**src/rtl/packet_header_builder.sv**
```systemverilog
// packet_header_builder
//   Serializes one framed packet header per request onto a 32-bit bus:
//   marker word, Ethernet (14 B), IPv4 (20 B), then an optional TCP (20 B)
//   or UDP (8 B) header. Bytes are big-endian (first byte in bus[31:24]).
//   The last word always carries two bytes (bus_keep = 4'b1100).
//
// Optional feature: define IPV4_CSUM_EN to compute the IPv4 header checksum
//   in a CSUM state (one 16-bit word per cycle, 10 cycles). Otherwise ip_csum
//   is inserted verbatim.
//
// Ports
//   CLK, reset             clock, synchronous active-high reset
//   req_valid / req_ready  request handshake; ready only in IDLE
//   dest_mac .. payload_len header field inputs, latched on acceptance
//   bus, bus_valid, bus_ready, bus_last, bus_keep   output word stream
//   busy                   a request is in progress
module packet_header_builder #(
  parameter logic [31:0] MARKER = 32'hDEADBEEF
) (
  input  logic        CLK,
  input  logic        reset,
  input  logic        req_valid,
  output logic        req_ready,
  input  logic [47:0] dest_mac,
  input  logic [47:0] src_mac,
  input  logic [7:0]  ip_tos,
  input  logic [7:0]  ip_ttl,
  input  logic [7:0]  ip_proto,
  input  logic [15:0] ip_id,
  input  logic [15:0] ip_csum,
  input  logic [31:0] src_ip,
  input  logic [31:0] dst_ip,
  input  logic [15:0] src_port,
  input  logic [15:0] dst_port,
  input  logic [31:0] tcp_seq,
  input  logic [31:0] tcp_ack,
  input  logic [11:0] tcp_flags,
  input  logic [15:0] tcp_window,
  input  logic [15:0] l4_csum,
  input  logic [15:0] payload_len,
  output logic [31:0] bus,
  output logic        bus_valid,
  input  logic        bus_ready,
  output logic        bus_last,
  output logic [3:0]  bus_keep,
  output logic        busy
);

`ifdef IPV4_CSUM_EN
  typedef enum logic [1:0] {S_IDLE, S_CSUM, S_SEND} state_t;
`else
  typedef enum logic [1:0] {S_IDLE, S_SEND} state_t;
`endif

  state_t       state_q, state_d;
  logic [479:0] buf_q, buf_d;
  logic [3:0]   idx_q, idx_d;
  logic [3:0]   last_q, last_d;
  logic         valid_q, valid_d;

  // Header assembly from the live inputs; only used on the accept cycle.
  logic [15:0]  l4_len, total_len, udp_len, csum_field;
  logic [159:0] l4_hdr;
  logic [3:0]   last_idx;
  logic [479:0] new_buf;

`ifdef IPV4_CSUM_EN
  logic [19:0] acc_q, acc_d;
  logic [3:0]  cnt_q, cnt_d;
  logic [15:0] hw;
  logic [19:0] sum;
  logic [16:0] fold1;
  logic [15:0] fold2;
  logic        unused_csum;
  assign unused_csum = ^ip_csum;
  assign csum_field  = 16'h0000;  // summed as zero, patched in CSUM
`else
  assign csum_field  = ip_csum;
`endif

  // NOTE: every combinational output gets a default first so no latch is inferred.
  always_comb begin
    l4_len   = 16'd0;
    l4_hdr   = '0;
    last_idx = 4'd9;
    udp_len  = 16'd8 + payload_len;
    case (ip_proto)
      8'h06: begin
        l4_len   = 16'd20;
        l4_hdr   = {src_port, dst_port, tcp_seq, tcp_ack, 4'h5, tcp_flags,
                    tcp_window, l4_csum, 16'h0000};
        last_idx = 4'd14;
      end
      8'h11: begin
        l4_len   = 16'd8;
        l4_hdr   = {src_port, dst_port, udp_len, l4_csum, 96'h0};
        last_idx = 4'd11;
      end
      default: ;
    endcase
    total_len = 16'd20 + l4_len + payload_len;  // wraps mod 2^16
    new_buf   = {MARKER, dest_mac, src_mac, 16'h0800, 8'h45, ip_tos,
                 total_len, ip_id, 16'h4000, ip_ttl, ip_proto, csum_field,
                 src_ip, dst_ip, l4_hdr, 16'h0000};
  end

`ifdef IPV4_CSUM_EN
  // IPv4 header starts at byte 18 of the buffer (after marker + Ethernet).
  always_comb begin
    hw = 16'h0000;
    for (int i = 0; i < 10; i++)
      if (cnt_q == i[3:0]) hw = buf_q[335-16*i -: 16];
    sum   = acc_q + {4'h0, hw};
    fold1 = {1'b0, sum[15:0]} + {13'h0, sum[19:16]};
    fold2 = fold1[15:0] + {15'h0, fold1[16]};
  end
`endif

  always_comb begin
    state_d = state_q;
    buf_d   = buf_q;
    idx_d   = idx_q;
    last_d  = last_q;
    valid_d = valid_q;
`ifdef IPV4_CSUM_EN
    acc_d   = acc_q;
    cnt_d   = cnt_q;
`endif
    case (state_q)
      S_IDLE: begin
        valid_d = 1'b0;
        if (req_valid) begin
          buf_d  = new_buf;
          last_d = last_idx;
          idx_d  = 4'd0;
`ifdef IPV4_CSUM_EN
          acc_d   = 20'h0;
          cnt_d   = 4'd0;
          state_d = S_CSUM;
`else
          state_d = S_SEND;
`endif
        end
      end
`ifdef IPV4_CSUM_EN
      S_CSUM: begin
        acc_d = sum;
        cnt_d = cnt_q + 4'd1;
        if (cnt_q == 4'd9) begin
          buf_d[255:240] = ~fold2;
          state_d        = S_SEND;
        end
      end
`endif
      S_SEND: begin
        // One prefill cycle raises bus_valid; the index then moves per handshake.
        if (!valid_q) begin
          valid_d = 1'b1;
        end else if (bus_ready) begin
          if (idx_q == last_q) begin
            valid_d = 1'b0;
            idx_d   = 4'd0;
            state_d = S_IDLE;
          end else begin
            idx_d = idx_q + 4'd1;
          end
        end
      end
      default: state_d = S_IDLE;
    endcase
  end

  // NOTE: sequential state uses non-blocking assignments only.
  always_ff @(posedge CLK) begin
    if (reset) begin
      state_q <= S_IDLE;
      idx_q   <= 4'd0;
      last_q  <= 4'd0;
      valid_q <= 1'b0;
`ifdef IPV4_CSUM_EN
      acc_q   <= 20'h0;
      cnt_q   <= 4'd0;
`endif
    end else begin
      state_q <= state_d;
      idx_q   <= idx_d;
      last_q  <= last_d;
      valid_q <= valid_d;
`ifdef IPV4_CSUM_EN
      acc_q   <= acc_d;
      cnt_q   <= cnt_d;
`endif
    end
  end

  // NOTE: the byte buffer is deliberately not reset; its contents only reach
  // the bus while valid_q is set, and every request rewrites it.
  always_ff @(posedge CLK) begin
    buf_q <= buf_d;
  end

  logic [31:0] word;
  always_comb begin
    word = 32'h0;
    for (int i = 0; i < 15; i++)
      if (idx_q == i[3:0]) word = buf_q[479-32*i -: 32];
  end

  assign req_ready = (state_q == S_IDLE);
  assign busy      = (state_q != S_IDLE);
  assign bus_valid = valid_q;
  assign bus       = valid_q ? word : 32'h0;
  assign bus_last  = valid_q && (idx_q == last_q);
  assign bus_keep  = !valid_q ? 4'b0000 : (bus_last ? 4'b1100 : 4'b1111);

endmodule

```
**config.mk**
```make
export PLATFORM = sky130hd
export DESIGN_NAME = packet_header_builder
export DESIGN_NICKNAME = d
export VERILOG_FILES = /design/src/rtl/packet_header_builder.sv
export SDC_FILE = /design/constraint.sdc
export NUM_CORES = 1
export LEC_CHECK = 0
export ABC_AREA = 1
export BUFFER_PORTS_ARGS = -buffer_cell sky130_fd_sc_hd__buf_2
export CORE_MARGIN = 3
export CORE_UTILIZATION = 26
export CTS_BUF_LIST = sky130_fd_sc_hd__clkbuf_4
export DETAILED_ROUTE_END_ITERATION = 10
export GPL_TIMING_DRIVEN = 0
export PLACE_DENSITY = 0.56
export SLEW_MARGIN = 20
export SYNTH_ARGS = -nofsm -noshare
export SYNTH_HDL_FRONTEND = slang
export SYNTH_SLANG_ARGS = --single-unit
```
**constraint.sdc**
```tcl
create_clock -name CLK -period 17.7 [get_ports CLK]
set_clock_uncertainty 0.2 [all_clocks]
set_input_delay 3.54 -clock CLK [delete_from_list [all_inputs] [get_ports CLK]]
set_output_delay 3.54 -clock CLK [all_outputs]
set_load 0.01 [all_outputs]
```
==> key figures, run 1 <==
Outcome
  – Outcome: finished clean

STA
  – Final hold violation count: 0
  – Fin worst setup slack: 9.86 ns
  – RSZ-0062 raised after global routing: false
  – Min Tclk post-route: between 7 and 8 ns
  – Max Fclk: about 130 MHz
  – Final worst-path cycle share: 0.443
  – Max_slew headroom: 0.429
  – Setup violations, final: 0
  – Worst-margin pin slew: around 0.85 ns
  – Slew Limit Fails: 0
  – Setup TNS: 0 ns

Min path
  – Hold Crit Class: reg -> reg

Pwr
  – PD cells: around 96 nW/um^2
  – Leakage dissipation: 10.1 nW
  – VDD IR max: 0.0000418 V

Setup path
  – Buf/Inv on CP: 6
  – Slowest stage delay, CP: 0.48 ns
  – Critical Path Sink Type: output port
  – Cell breakdown of the critical path: inv_1 > ha_1 > inv_2 > buf_6 > nor2_2 > buf_2 > clkbuf_1 > nand2_1 > o211ai_2 > nand2_1 > a21oi_1 > buf_2
  – Arr. time, crit path: 4.10 ns
  – Critical Path Slowest Stage Cell: clkbuf_1
  – Startpoint Class: register
  – Worst EP required: roughly 14 ns
  – CP top delay family: buffers and inverters
  – Setup Crit Path Kind: reg -> out
  – Crit-path max FO: 10

Synthesis
  – Post-synthesis simple-gate area fraction: 0.198
  – Asr flop ratio synth: 0
  – Synth top area share: 0.630
  – Register area share after synthesis: 0.641
  – Count of different cell masters after synthesis: 45
  – YS warnings: 0
  – Main area contributors after synthesis: edfxtp_1 63%, nand2_1 9.4%, nor2_1 6.4%
  – Post-Synth XOR/XNOR Area: 0.00837
  – Synth Flop Type: edfxtp_1
  – Post-Syn Area per Cell: 9.92 um^2
  – Seq cells post-synth: 383
  – Area share of fa/ha/maj cells after synthesis: 0.00887
  – Post-Syn Nets: 2181
  – Largest area contributor in the synthesized netlist: edfxtp_1
  – Cell Area, Synth: 17800 um^2
  – Mux cell area share after synthesis: 0
  – Number of synthesized flops with an enable pin: 373
  – Synth Area in Compound Gates: 0.0705
  – Largest family of logic cells by synthesized area: simple AND/OR/NAND/NOR gates
  – Synth Instances: ~1800

Global routing
  – Antenna violations before repair: 27
  – GRT Resource Usage Total: 0.183
  – First-pass GRT wire length: 94200 um
  – Vias in the first global route: 14800
  – Largest net degree at the start of global routing: 113
  – Total grt overflow: 0

Drt
  – Number of remaining DRC errors: 0
  – Vias per inst: 4.42
  – Routed Antenna Nets: 0
  – Wire length per cell: 20.4 um
  – Drt pass-1 iters: 5
  – Via count of the routed design: between 10000 and 15000
  – Routed wire length: 67400 um
  – Initial DRC count: 1066

Floorplanning
  – Core area: 67400 um^2
  – Die span in y: 267 um
  – Site Rows: 95
  – DIE AREA: 71600 um^2
  – Boundary pin count: 416
  – Die Wd: between 200 and 300 um
  – Initial Util: 0.264

Placed design
  – Post-DP Area: 21000 um^2
  – Routability cong.: between 0.8 and 0.9
  – # port buffers: 415
  – Post-place setup slack: 10.31 ns
  – Placed instance count: 3084
  – Post-DP HPWL: 52600 um

CTS
  – Post-CTS Setup Inserts: 0
  – Worst-skew pair later-pin latency: 0.87 ns
  – H-Tree Depth: 3
  – CTS root buf: clkbuf_4
  – TritonCTS clock tree: yes
  – Post-cts hold buffer count: 0
  – CTS Buffer Depth: 3
  – Clock buffer count from CTS: 108
  – Cts repair resizes: 0
  – Reg clk slew, reported paths: 0.06 ns
  – Clock sinks: 383

Cells and area
  – Area Overhead vs Synth: 26.6%
  – Finished Layout Cells: 3297
  – Final nets: 2709
  – Share of layout cells above drive strength 1: 0.293
  – Filler instances: approximately 7000
  – Final instance area: 22500 um^2

Flow run
  – Max-cap violations: 0
==> worst min-delay path: cells and delay by family (launching register included) <==
kind	cells	cell delay [ns]
flops	1	0.32
simple gates	1	0.06
compound gates	1	0.06
==> flip-flops by register name, indices dropped and copies added, names as in the netlist <==
name / count
idx_q: 4
state_q: 1
last_q: 4
buf_q: 373
bus_valid: 1
==> layer usage <==
| layer | track usage | vias to the layer above | part of all wire | wire length [um] |
|---|---|---|---|---|
| li1 | - | 7037 | - | - |
| met1 | 0.233 | 6831 | 0.42 | 28600 |
| met2 | 0.300 | 562 | 0.47 | 31700 |
| met3 | 0.0502 | 122 | 0.077 | 5200 |
| met5 | 0 | - | 0.0019 | 126 |
| met4 | 0.0612 | 20 | 0.027 | 1830 |
==> cells in the final DEF, fill, tap and decap left out, types with 4 or more instances in the layout <==
cell type  synthesis  final
o22ai_1           21     21
diode_2            0     17
clkbuf_4           0    155
buf_6              7      7
nand2_2            4      4
or2_2             31     31
o211ai_2           5      5
nor2_1           301    301
buf_4             16     16
edfxtp_1         373    373
o21ai_0           58     58
o31ai_1           16     16
o21ai_1            5      5
nand3_1           50     50
nand2_4            4      4
inv_2              9     10
buf_2             22    437
nor2_2             6      6
clkinv_2           1     11
buf_1              5      5
ha_1              11     11
inv_1            214    213
nor3_1            10     10
clkbuf_1          33     33
a32o_1             6      6
o211ai_1          14     14
nand2_1          443    443
dfxtp_1           10     10
nor4_1             4      4
a22o_1             4      4
xor2_1            14     14
clkinv_1           0     22
a21oi_1           72     72
==> cell type report <==
type	instances	area, um^2	area share
buffer	83	452	0.0201
antenna	17	42.5	0.00189
clock buffer	155	1160	0.0517
timing repair buffer	418	2160	0.0959
sequential	383	11400	0.506
inverter	225	856	0.0380
multi-input combinational	1102	5080	0.226
clock inverter	41	267	0.0118
tap	873	1090	0.0485
==> cells by family (layout without fill, tap and decap cells) <==
| group | count (synthesis) | in the layout |
|---|---|---|
| fa+ha+maj | 12 | 12 |
| buf+inv | 308 | 922 |
| other cells | 0 | 17 |
| xor+xnor | 17 | 17 |
| compound gates | 209 | 209 |
| flops | 383 | 383 |
| simple gates | 864 | 864 |
==> final timing paths <==
| check | cells past startpoint | slack [ns] | startpoint | endpoint |
|---|---|---|---|---|
| worst max register to register | 8 | 15.23 | state_q[0]$_SDFFE_PP0P_ | idx_q[1]$_SDFFE_PP0P_ |
| worst min-delay path | 2 | 0.28 | last_q[2]$_SDFFE_PP0P_ | last_q[2]$_SDFFE_PP0P_ |
| worst min register to register | 2 | 0.28 | last_q[2]$_SDFFE_PP0P_ | last_q[2]$_SDFFE_PP0P_ |
| worst max-delay path | 12 | 9.86 | idx_q[1]$_SDFFE_PP0P_ | bus[17] |
==> where the power goes <==
part / internal, mW / total, mW / leakage [nW] / switching (mW)
Combinational: 0.0774 / 0.239 / 5.55 / 0.162
Sequential: 1.06 / 1.08 / 3.70 / 0.0160
Clock: 0.449 / 0.852 / 0.843 / 0.403
Total: 1.59 / 2.17 / 10.1 / 0.580
==> synth_stat cells, types with 16 or more instances <==
cell type	instances
clkbuf_1	33
o22ai_1	21
buf_2	22
nand3_1	50
nor2_1	301
o21ai_0	58
edfxtp_1	373
buf_4	16
o31ai_1	16
inv_1	214
or2_2	31
nand2_1	443
a21oi_1	72
==> stage by stage <==
step,hold slack [ns],power [mW],util
2_1_floorplan,0.245,1.22,-
3_3_place_gp,0.265,1.36,0.311
3_5_place_dp,0.282,1.34,0.312
4_1_cts,0.289,2.20,0.333
5_1_grt,0.320,2.27,0.334
6_report,0.285,2.17,0.334
(Power assumes the default switching activity.)
==> inputs of run 2 (changes only) <==
- clock period: 17.7 -> 8.1 ns (I/O delays scaled with it)
==> key figures, run 2 (same netlist as run 1, synthesis figures left out) <==
Placed design
  – Routability cong.: 0.891 (about the same)
  – Placed instance count: 3094 (+0.32%)
  – Post-place setup slack: 2.57 ns (-7.74 ns)
  – Post-DP Area: 21200 um^2 (+0.92%)
  – Post-DP HPWL: 54000 um (+2.6%)
  – # port buffers: 415 (unchanged)

Pwr
  – Leakage dissipation: 10.2 nW (+1.2%)
  – Power Total: 4.82 mW (+120%)
  – Clock power frac: 0.400 (+0.007)
  – PD cells: 212 nW/um^2 (+120%)
  – Gate power share: 0.112 (+0.002)
  – Sw Share: 0.266 (-0.00179)
  – NetSw: 1.28 mW (+120%)
  – VDD IR max: 0.000102 V (+140%)
  – Register share of total power: 0.487 (-0.010)
  – Internal power: 3.54 mW (+120%)

CTS
  – CTS root buf: clkbuf_4
  – Clock buffer count from CTS: 110 (+1.9%)
  – Post-CTS Setup Inserts: 0 (unchanged)
  – TritonCTS clock tree: yes
  – Reg clk slew, reported paths: 0.05 ns (about the same)
  – Clock sinks: 383 (unchanged)
  – Worst-skew pair later-pin latency: 0.86 ns (about the same)
  – CTS Buffer Depth: 3 (unchanged)
  – Post-cts hold buffer count: 0 (unchanged)
  – H-Tree Depth: 3 (unchanged)
  – Cts repair resizes: 0 (unchanged)

Floorplanning
  – Initial Util: 0.264 (unchanged)
  – Boundary pin count: 416 (unchanged)
  – Core area: 67400 um^2 (unchanged)
  – Die Wd: 267 um (unchanged)
  – DIE AREA: 71600 um^2 (unchanged)
  – Die span in y: 267 um (unchanged)
  – Site Rows: 95 (unchanged)

Drt
  – Routed Antenna Nets: 0 (unchanged)
  – Vias per inst: 4.44 (+0.36%)
  – Wire length per cell: 20.8 um (+1.6%)
  – Drt pass-1 iters: 5 (unchanged)
  – Via count of the routed design: 14700 (+0.67%)
  – Initial DRC count: 999 (-6.3%)
  – Number of remaining DRC errors: 0 (unchanged)
  – Routed wire length: 68700 um (+1.9%)

Setup path
  – Startpoint Class: register
  – Critical Path Sink Type: output port
  – FF-to-FF Start: state_q[0]$_SDFFE_PP0P_
  – Stages on the worst setup path: 12 (unchanged)
  – Crit-path max FO: 10 (unchanged)
  – R2R depth: 9 (+1)
  – Worst EP required: 6.28 ns (-7.68 ns)
  – Arr. time, crit path: 3.93 ns (-0.17 ns)
  – CP Launch Point: idx_q[1]$_SDFFE_PP0P_
  – CP top delay family: buffers and inverters
  – Buf/Inv on CP: 6 (unchanged)
  – Cell breakdown of the critical path: inv_1 > ha_1 > inv_2 > buf_6 > nor2_2 > buf_2 > clkbuf_1 > nand2_1 > nand3_1 > nand2_1 > a21oi_1 > buf_2
  – Slowest stage delay, CP: 0.49 ns (about the same)
  – Critical Path Slowest Stage Cell: clkbuf_1
  – Setup Crit Path Kind: reg -> out

Cells and area
  – Area of the multi-input gates: 5100 um^2 (+0.37%)
  – Area Overhead vs Synth: 27.9%
  – Max reg flops: 373 (unchanged)
  – Commonest non-fill, non-tap cell in the layout: nand2_1
  – Leading cell types in the layout, fill and taps excluded: 441 x nand2_1, 437 x buf_2, 373 x edfxtp_1, 301 x nor2_1, 213 x inv_1
  – Sequential cell area: 11400 um^2 (unchanged)
  – Finished Layout Cells: 3307 (+0.30%)
  – Final nets: 2721 (+0.44%)
  – Top flop regs: buf_q (373), idx_q (4), last_q (4)
  – Filler instances: 7077 (+0.24%)
  – Share of layout cells above drive strength 1: 0.297 (+0.00372)
  – Reg with most FFs: buf_q
  – Final instance area: 22700 um^2 (+1.0%)

STA
  – Worst-margin pin slew: 0.888 ns (+0.0335 ns)
  – Fin worst setup slack: 2.35 ns (-7.50 ns)
  – Max_slew headroom: 0.408 (-0.0217)
  – RSZ-0062 raised after global routing: false
  – Slew Limit Fails: 0 (unchanged)
  – Final worst-path cycle share: 0.710
  – Min Tclk post-route: 5.75 ns
  – Setup TNS: 0 ns (unchanged)
  – Max Fclk: roughly 170 MHz
  – Final hold violation count: 0 (unchanged)
  – Setup violations, final: 0 (unchanged)

Global routing
  – Met2 Usage GRT: 0.315 (+0.0151)
  – Antenna violations before repair: 21 (-22%)
  – GRT busiest layer: met2
  – Met1 Resource Use GR: 0.243 (+0.00980)
  – Largest net degree at the start of global routing: 36 (-68%)
  – Vias in the first global route: 15100 (+2.5%)
  – M3 GR Usage: 0.0451 (-0.00505)
  – GRT Resource Usage Total: 0.189 (+0.00597)
  – First-pass GRT wire length: 97400 um (+3.4%)
  – Total grt overflow: 0 (unchanged)

Min path
  – Worst hold start: last_q[3]$_SDFFE_PP0P_
  – Hold Crit Depth: 2 (unchanged)
  – Hold Crit Class: reg -> reg

Outcome
  – Outcome: finished clean

Flow run
  – Max-cap violations: 0 (unchanged)
run 2: power by group through the flow:
stage               registers [mW]  logic [mW]  clock network, mW
finish                        2.35       0.542               1.93
global route                  2.36       0.601               2.10
CTS                           2.35       0.558               2.00
detailed placement            2.39       0.555                  0
global placement              2.44       0.526                  0
floorplan                     2.41       0.239                  0
run 2: per-stage QoR:
step | util | hold slack [ns]
floorplan | - | 0.245
global placement | 0.311 | 0.262
detailed placement | 0.315 | 0.280
CTS | 0.337 | 0.287
global route | 0.337 | 0.317
finish | 0.337 | 0.284
run 2: path summary, 6_finish.rpt:
check                      endpoint  slack, ns
max                         bus[12]       2.35
min          last_q[3]$_SDFFE_PP0P_       0.28
min reg2reg  last_q[3]$_SDFFE_PP0P_       0.28
max reg2reg   idx_q[1]$_SDFFE_PP0P_       5.62
run 2: worst register-to-register path, delay by kind of cell, from the launching register on:
family,cells,cell delay [ns]
simple gates,3,0.33
flops,1,0.46
buf+inv,4,0.78
compound gates,2,0.59
run 2: area by class of cell:
type,count,share of cell area
Clock buffer,161,0.0531
Timing Repair Buffer,428,0.103
Buffer,83,0.0199
Clock inverter,42,0.0122
Antenna cell,10,0.00110
Tap cell,873,0.0480
Sequential cell,383,0.501
Inverter,225,0.0375
Multi-Input combinational cell,1102,0.224
run 2: metal layers:
layer	wire (um)	vias to the layer above
met5	132	-
met4	1710	20
met3	4800	125
met2	32400	523
met1	29600	6935
li1	-	7066
